==> src/rtl/div_seq.sv <==
// Sequential unsigned restoring divider.
// Produces one quotient bit per clock, MSB first, with a one-cycle done pulse.
module div_seq #(
    parameter int N = 8
) (
    input  logic         clk,
    input  logic         rst_n,
    input  logic         start,
    input  logic [N-1:0] dividend,
    input  logic [N-1:0] divisor,
    output logic         busy,
    output logic         done,
    output logic [N-1:0] quotient,
    output logic [N-1:0] remainder,
    output logic         div0
);

    localparam int CW = $clog2(N);

    typedef enum logic [1:0] {
        IDLE,
        CALC,
        DONE
    } state_t;

    state_t        state_q, state_d;
    logic [CW-1:0] count_q, count_d;
    logic [N-1:0]  rem_q, rem_d;
    logic [N-1:0]  shq_q, shq_d;
    logic [N-1:0]  dsr_q, dsr_d;
    logic          zero_q, zero_d;
    logic [N-1:0]  quo_q, quo_d;
    logic [N-1:0]  rmd_q, rmd_d;
    logic          div0_q, div0_d;

    logic [N:0]    trial;
    logic [N:0]    diff;
    logic [N-1:0]  step_rem;
    logic [N-1:0]  step_q;

    // Partial remainder stays below the divisor, so the top bit of the
    // (N+1)-bit difference is exactly the "trial < divisor" borrow.
    always_comb begin
        trial    = {rem_q, shq_q[N-1]};
        diff     = trial - {1'b0, dsr_q};
        step_rem = diff[N] ? trial[N-1:0] : diff[N-1:0];
        step_q   = {shq_q[N-2:0], ~diff[N]};
    end

    always_comb begin
        state_d = state_q;
        count_d = count_q;
        rem_d   = rem_q;
        shq_d   = shq_q;
        dsr_d   = dsr_q;
        zero_d  = zero_q;
        quo_d   = quo_q;
        rmd_d   = rmd_q;
        div0_d  = div0_q;

        case (state_q)
            IDLE: begin
                if (start) begin
                    dsr_d   = divisor;
                    shq_d   = dividend;
                    rem_d   = '0;
                    zero_d  = (divisor == '0);
                    count_d = (divisor == '0) ? '0 : CW'(N - 1);
                    state_d = CALC;
                end
            end
            CALC: begin
                // A zero divisor spends one cycle here so its done follows the first edge.
                if (zero_q) begin
                    quo_d   = '1;
                    rmd_d   = shq_q;
                    div0_d  = 1'b1;
                    state_d = DONE;
                end else begin
                    rem_d = step_rem;
                    shq_d = step_q;
                    if (count_q == '0) begin
                        quo_d   = step_q;
                        rmd_d   = step_rem;
                        div0_d  = 1'b0;
                        state_d = DONE;
                    end else begin
                        count_d = count_q - CW'(1);
                    end
                end
            end
            DONE: begin
                state_d = IDLE;
            end
            default: begin
                state_d = IDLE;
            end
        endcase
    end

    always_ff @(posedge clk or negedge rst_n) begin
        if (!rst_n) begin
            state_q <= IDLE;
            count_q <= '0;
            rem_q   <= '0;
            shq_q   <= '0;
            dsr_q   <= '0;
            zero_q  <= 1'b0;
            quo_q   <= '0;
            rmd_q   <= '0;
            div0_q  <= 1'b0;
        end else begin
            state_q <= state_d;
            count_q <= count_d;
            rem_q   <= rem_d;
            shq_q   <= shq_d;
            dsr_q   <= dsr_d;
            zero_q  <= zero_d;
            quo_q   <= quo_d;
            rmd_q   <= rmd_d;
            div0_q  <= div0_d;
        end
    end

    assign busy      = (state_q != IDLE);
    assign done      = (state_q == DONE);
    assign quotient  = quo_q;
    assign remainder = rmd_q;
    assign div0      = div0_q;

endmodule

==> config.mk <==
export PLATFORM = sky130hd
export DESIGN_NAME = div_seq
export DESIGN_NICKNAME = d
export VERILOG_FILES = /design/src/rtl/div_seq.sv
export SDC_FILE = /design/constraint.sdc
export NUM_CORES = 1
export LEC_CHECK = 0
export ABC_AREA = 1
export CORE_ASPECT_RATIO = 0.6
export CORE_MARGIN = 1
export CORE_UTILIZATION = 40
export DETAILED_ROUTE_END_ITERATION = 7
export GPL_TIMING_DRIVEN = 0
export HOLD_SLACK_MARGIN = 0.05
export PLACE_DENSITY = 0.71
export SYNTH_ARGS = -nofsm -noshare
export SYNTH_HDL_FRONTEND = slang
export SYNTH_SLANG_ARGS = --single-unit
export TNS_END_PERCENT = 1
==> constraint.sdc <==
create_clock -name clk -period 4.04 [get_ports clk]
set_input_delay 0.606 -clock clk [delete_from_list [all_inputs] [get_ports clk]]
set_output_delay 0.606 -clock clk [all_outputs]
set_load 0.01 [all_outputs]
After elaboration in Yosys (flattened, before gate mapping):

Index checks and enable logic that the tools add are counted.

* equality and inequality tests: 6
* add/subtract/negate cells: 2
* bitwise gates (word level): 1
* reductions and logical operators: 11
* multiplexer cells: 22

Operator list (count)
* 8-bit 2-to-1 mux: 9
* 8-bit case mux with 2 select lines: 2
* 3-bit 2-to-1 mux: 4
* 9-bit by 8-bit subtractor with 9-bit output: 1
* 8-bit zero test: 1
* 2-bit 2-to-1 mux: 3
* 2-bit != test (second input constant): 3
* 3-bit case mux with 2 select lines: 1
* 2-bit AND reduction: 3
* 2-bit nonzero test: 3
* 2-bit case mux with 2 select lines: 1
* 4-bit AND reduction: 1
* 3-bit zero test: 1
* 3-bit != test (second input constant): 1
* 3-bit AND reduction: 1
* 3-bit by 1-bit subtractor with 3-bit output (second input constant): 1
* 2-bit by 1-bit equality test with 1-bit output (second input constant): 1
* 2-bit equality test (second input constant): 1
* 2-bit zero test: 1
* 1-bit 2-to-1 mux: 2
* 1-bit inverter: 1

* output and inout bits: 19
* register bits after elaboration: 47
* bits of input ports: 19

Depth between registers and ports, before layout:

Gate-level depths: netlist (run 1).

* depth in word-level cells: 4
* mapped depth: 14
* gate-level depth less buffers: 14

Worst setup path after synthesis (run 1):

No wires, ideal clock.

* kind: register to register
* from: register shq_q[7]
* to: register rmd_q[7] (netlist: remainder[7])
* clock period less this slack: 1.895 ns
* stages on the path, launching flop included: 15
* library setup time: 0.116 ns
* arrival time: 1.779 ns
* slack: 2.145 ns
* buffers on the path: 0
* cell sequence: dfrtp_1 -> inv_1 -> ha_1 -> inv_1 -> fa_1 -> nand2_2 -> nand2_2 -> nand3_4 -> nand2_2 -> nand2_4 -> nand2_4 -> nand2_4 -> nand3_1 -> nand2_1 -> nand2_1

* longest elaborated chain between the ends: 4

RTL lines
* start: declaration: RTL line 29 `logic [N-1:0] shq_q, shq_d;`
* start signal: assignment: RTL line 116 `shq_q <= shq_d;`
* 9-bit by 8-bit subtractor with 9-bit output: RTL line 45 `diff = trial - {1'b0, dsr_q};`
* 8-bit 2-to-1 mux: RTL line 46 `step_rem = diff[N] ? trial[N-1:0] : diff[N-1:0];`
* 8-bit 2-to-1 mux: RTL line 82 `if (count_q == '0) begin`
* 8-bit 2-to-1 mux (*): RTL line 74 `if (zero_q) begin`
* end signal: assignment: RTL line 120 `rmd_q <= rmd_d;`
* end: declaration: RTL line 33 `logic [N-1:0] rmd_q, rmd_d;`

Mark *: on every way between the ends. The rest lies on a longest branch, timed or not. The select of a mux whose other input is x is not followed.
A chain may end at the register's enable or synchronous reset.

Worst setup path after layout (run 1):

* from: register shq_q[7]
* to: register rmd_q[2] (netlist: remainder[2])

* longest elaborated chain between the ends: 4

RTL lines (RTL line)
* 9-bit by 8-bit subtractor with 9-bit output: 45
* 8-bit 2-to-1 mux: 46
* 8-bit 2-to-1 mux: 82
* 8-bit 2-to-1 mux: 74

No other way between the ends. The select of a mux whose other input is x is not followed.

==> qor.csv, run 1 <==
metric,value,unit
die_w,109,µm
fin_crit,2200,ps
slew_violations,0,
yosys_register_bits,47,
ir_drop,0.000374,V
required,4220,ps
vias,2330,
finalNetCount,414,
antenna_found_initial,0,
clk_latency,290,ps
final.period_utilization,0.545,
core_area,6680,µm²
worst_pin_slew,421,ps
ys_warn_count,0,
ff_latch_area,1180,µm²
synth_top_area_frac,0.424,
synth.cell_area,2770,µm²
synthTopCellsByArea,"dfrtp_1 (42%), nand2_1 (15%), inv_1 (5.3%)",
cp_cell_sequence,inv_1 > ha_1 > inv_1 > fa_1 > nand2_2 > nand2_2 > nand3_4 > nand2_2 > nand2_1 > nand2_1 > nand2_1 > nand3_1 > nand2_1 > nand2_1,
layout-drive-gt1-share,0.130,
tns,0,ps
cts.sinks,47,
cts_made_buffers,5,
leakage,1.74,nW
grt_pass1_wl,10300,µm
grt.overflow.total,0,
post_drt_wl_per_cell,13.2,µm
yosysMostFrequentCell,nand2_1,
place.gp.congestion,0.795,
setup_viol,0,
die_area,7280,µm²
place_ws,1870,ps
cp-start-kind,register,
path_clk_slew,60,ps
fill_cells,648,
postSynth.asyncResetShare,1.00,
drt_drc_violations_left,0,
first_pass_iters,4,
slew_headroom,0.719,
postCtsSetupBuffers,0,
finalClockSkew,6.29,ps
groute.usage.overall,0.191,
syn_inst,339,
dieHeight,66.5,µm
slowest_stage,fa_1,
setup_slack,1840,ps
crit_path_max_incr_delay,420,ps
synth-edff-count,0,
synth.distinct_cells,37,
multi_input_area,1370,µm²
insertedDiodeCount,0,
hpwl,4980,µm
htreeDepth,2,
power_per_cell_area,948,nW/µm²
first_iter_violations,149,
cts_tree,built,
grt_pass1_vias,2065,
cts_hold_repair.buffers,0,
wirelength,6230,µm
start_util,0.415,
cp.arrival,2380,ps
ys.flop_type,dfrtp_1,
final-hold-violation-count,0,
finalPower,0.00323,W
ys_top_cells_by_count,"nand2_1 (109), dfrtp_1 (47), inv_1 (39), nand3_1 (23)",
postCtsResizedCells,0,
viasPerCell,4.95,
grt_max_degree,35,
fmax,454,MHz
port_buffers,37,
crit_fanout,4,
end_kind,register,
drv_cap,0,
num_rows,23,
crit_top_cell,nand2_1,
antenna_left,0,
cts_root_buffer,clkbuf_16,
syn-num-nets,369,
ys_seq_area_frac,0.424,
clockBufferDepth,2,
critical_path_class,register to register,
rsz0062_at_grt,false,
syn2layout_area_growth,23.0,%
ioPinCount,38,
yosys.area.top_type,dfrtp_1,
status,finished clean,
hp-class,input port to asynchronous set/reset pin,
avgSynthCellArea,8.18,µm²
==> per-stage QoR <==
step,utilization,cell area (µm²),std cells,hold slack (ps)
after detailed placement,0.489,3270,464,470
after CTS,0.511,3410,471,218
after global routing,0.511,3410,471,231
after floorplan,-,2770,339,310
final,0.511,3410,471,217
after global placement,0.487,3250,463,455
==> worst paths after layout <==
check                                   from  cells past startpoint      endpoint  slack (ps)
worst max-delay path                shq_q[7]                     14  remainder[2]        1840
worst min-delay path                   rst_n                      1  remainder[6]         220
worst max register to register      shq_q[7]                     14  remainder[2]        1840
worst min register to register  remainder[2]                      2  remainder[2]         490
max in group asynchronous              rst_n                      2      dsr_q[7]        3330
min in group clk                remainder[2]                      2  remainder[2]         490
==> cells by family after synthesis <==
group / synth area share
DFF: 0.424
buffers and inverters: 0.0831
AOI/OAI and AO/OA: 0.113
adders and majority gates: 0.0524
and+or+nand+nor: 0.313
xor gates and xnor gates: 0.00948
muxes: 0.00406
==> layout by cell type (no fill, tap or decap), types with 10 or more instances in the layout <==
master             n
dfrtp_1           47
a21oi_1           14
nand2_1          109
o21ai_0           14
clkdlybuf4s50_1   36
ha_1              10
nand3_1           23
inv_1             39
nor2_1            14
nand2_2           10
==> state kept, by name, summed over array words and instances (netlist names) <==
signal     count
dsr_q          8
quotient       8
rem_q          8
remainder      8
shq_q          8
count_q        3
state_q        2
div0           1
zero_q         1
==> report_power, final <==
group	internal [W]	leakage (nW)	switching (W)
logic	0.000784	1.10	0.00122
registers	0.000700	0.571	0.000123
clock network	0.000241	0.0727	0.000163
total	0.00173	1.74	0.00151
==> layer usage <==
metal  vias up  track usage  routed length [µm]
li1       1178            -                   -
met1      1087        0.304                3320
met2        60        0.252                2470
met3         5       0.0450                 412
met4         0       0.0400                  32
met5         -            0                   0
==> worst max-delay path, delay by kind of cell, from the launching register on <==
kind | cells | cell delay (ps)
adder cells (fa/ha/maj) | 2 | 580
AND/OR/NAND/NOR | 10 | 930
buffers and inverters | 2 | 200
flip-flops | 1 | 400
==> cell type report <==
type	count	area share
plain buffers	6	0.0147
flip-flops and latches	47	0.345
well taps	87	0.0319
multi-input cells	242	0.400
inverters	44	0.0528
clock inverters	1	0.00147
repair buffers	38	0.113
clock buffers	6	0.0407
(Power assumes the default switching activity.)
==> run 2, diff against run 1 <==
--- a/config.mk
+++ b/config.mk
@@ -12,7 +12,7 @@
 export DETAILED_ROUTE_END_ITERATION = 7
 export GPL_TIMING_DRIVEN = 0
 export HOLD_SLACK_MARGIN = 0.05
-export PLACE_DENSITY = 0.71
+export PLACE_DENSITY = 0.74
 export SYNTH_ARGS = -nofsm -noshare
 export SYNTH_HDL_FRONTEND = slang
 export SYNTH_SLANG_ARGS = --single-unit
==> constraint.sdc (replaced) <==
create_clock -name clk -period 2 [get_ports clk]
set_input_delay 0.3 -clock clk [delete_from_list [all_inputs] [get_ports clk]]
set_output_delay 0.3 -clock clk [all_outputs]
set_load 0.01 [all_outputs]
==> qor.csv, run 2 (synthesis gave the netlist of run 1 again) <==
metric,value,unit,change
antenna_left,0,,unchanged
fin_crit,2030,ps,-174 ps
path_clk_slew,70,ps,about the same
cts_tree,built,,
crit_fanout,3,,-1
cts.sinks,47,,unchanged
leakage,1.81,nW,+4.3%
num_rows,23,,unchanged
drv_cap,0,,unchanged
post_drt_wl_per_cell,13.8,µm,+4.5%
worst_pin_slew,441,ps,+19.3 ps
die_area,7280,µm²,unchanged
slew_violations,0,,unchanged
ir_drop,0.000838,V,+120%
cts_root_buffer,clkbuf_16,,
final_cell_mix,"nand2_1 (102), dfrtp_1 (47), inv_1 (37)",,
final_common_cell,nand2_1,,
finalNonFillerCells,481,,+2.1%
cpLargestDelayFamily,simple AND/OR/NAND/NOR gates,,
status,finished with violations,,
cp_num_buf_inv,3,,+1
groute.usage.overall,0.192,,+0.00137
whs,419,ps,+203 ps
critical_path_class,register to register,,
place.gp.congestion,0.814,,+2.5%
syn2layout_area_growth,31.0,%,
violations,setup timing,,
hp-class,input port to asynchronous set/reset pin,,
die_w,109,µm,unchanged
fmax,493,MHz,+8.6%
power_per_cell_area,1990,nW/µm²,+110%
core_area,6680,µm²,unchanged
setup_slack,-29.4,ps,-1870 ps
htreeDepth,2,,unchanged
crit_top_cell,nand2_4,,
setup_viol,2,,+2
start_util,0.415,,unchanged
grt_max_degree,37,,+5.7%
cts_made_buffers,5,,unchanged
viasPerCell,4.97,,+0.44%
insertedDiodeCount,0,,unchanged
ioPinCount,38,,unchanged
dieHeight,66.5,µm,unchanged
port_buffers,37,,unchanged
final.period_utilization,1.01,,+0.469
vias,2390,,+2.6%
grt_pass1_vias,2083,,+0.87%
clockBufferDepth,2,,unchanged
hpwl,4850,µm,-2.7%
antenna_found_initial,0,,unchanged
cp-start-kind,register,,
finalClockSkew,8.11,ps,+1.81 ps
end_kind,register,,
required,2180,ps,-2040 ps
first_pass_iters,4,,unchanged
grt_use_met1,0.300,,-0.00392
met2_usage,0.258,,+0.00550
grt_pass1_wl,10300,µm,+0.53%
first_iter_violations,227,,+52%
grt.overflow.total,0,,unchanged
grt_use_met3,0.0450,,unchanged
top_usage_layer,met1,,
place_inst,464,,unchanged
drt_drc_violations_left,0,,unchanged
slew_headroom,0.706,,-0.0128
crit_path_max_incr_delay,400,ps,-20 ps
clk_latency,290,ps,about the same
finalNetCount,423,,+2.2%
cp.arrival,2210,ps,-170 ps
finalPower,0.00724,W,+120%
layout-drive-gt1-share,0.198,,+0.0678
final-hold-violation-count,0,,unchanged
rsz0062_at_grt,true,,
cp_cell_sequence,inv_2 > ha_4 > inv_4 > fa_2 > nand2_2 > nand2_4 > nand3_4 > nand2_4 > nand2_4 > nand2_4 > nand2_2 > buf_4 > nand2_1 > nand2_1 > nand2_1,,
slowest_stage,dfrtp_1,,
wirelength,6640,µm,+6.7%
[run 2: cell type report]
cell class | instances | area, µm²
buffer | 6 | 50.0
sequential | 47 | 1180
multi-input combinational | 242 | 1500
fill | 618 | 3050
tap | 87 | 109
clock inverter | 2 | 16.3
clock buffer | 6 | 139
inverter | 44 | 183
timing repair buffer | 47 | 455
[run 2: path summary, 6_finish.rpt]
check                              from           end  slack (ps)  cells after the start
max                            shq_q[7]      rem_q[2]         -30                     15
min                               rst_n      shq_q[6]         420                      2
max reg2reg                    shq_q[7]      rem_q[2]         -30                     15
min reg2reg                remainder[6]  remainder[6]         480                      2
max in group asynchronous         rst_n      dsr_q[7]        1100                      3
min in group clk           remainder[6]  remainder[6]         480                      2
[run 2: layer usage]
layer | wire, µm | part of all wire
met4 | 66 | 0.0099
met1 | 3430 | 0.52
met3 | 378 | 0.057
met5 | 0 | 0
met2 | 2770 | 0.42
[run 2: per-stage QoR]
stage | setup WS (ps) | TNS (ps) | util | cell area [µm²]
2_1_floorplan | 105 | 0 | - | 2770
3_3_place_gp | -699 | -34160 | 0.487 | 3250
3_5_place_dp | -199 | -1910 | 0.489 | 3270
4_1_cts | -11.0 | -19.2 | 0.523 | 3490
5_1_grt | -115 | -673 | 0.544 | 3630
6_report | -29.4 | -36.5 | 0.544 | 3630
[run 2: what timing repair did]
| item | CTS | global route |
|---|---|---|
| cloned | 0 | 0 |
| buffers inserted | 6 | 2 |
| hold endpoints to repair | 11 | 0 |
| pin swaps | 4 | 22 |
| resized for setup | 8 | 22 |
| hold buffers | 1 | 0 |
| endpoints found under the setup margin | 17 | 17 |
[run 2: where the power goes]
part           total, W  switching, W  internal (W)  leakage [nW]
combinational   0.00469       0.00279       0.00191          1.17
sequential      0.00168      0.000271       0.00141         0.571
clock          0.000867      0.000367      0.000500        0.0731
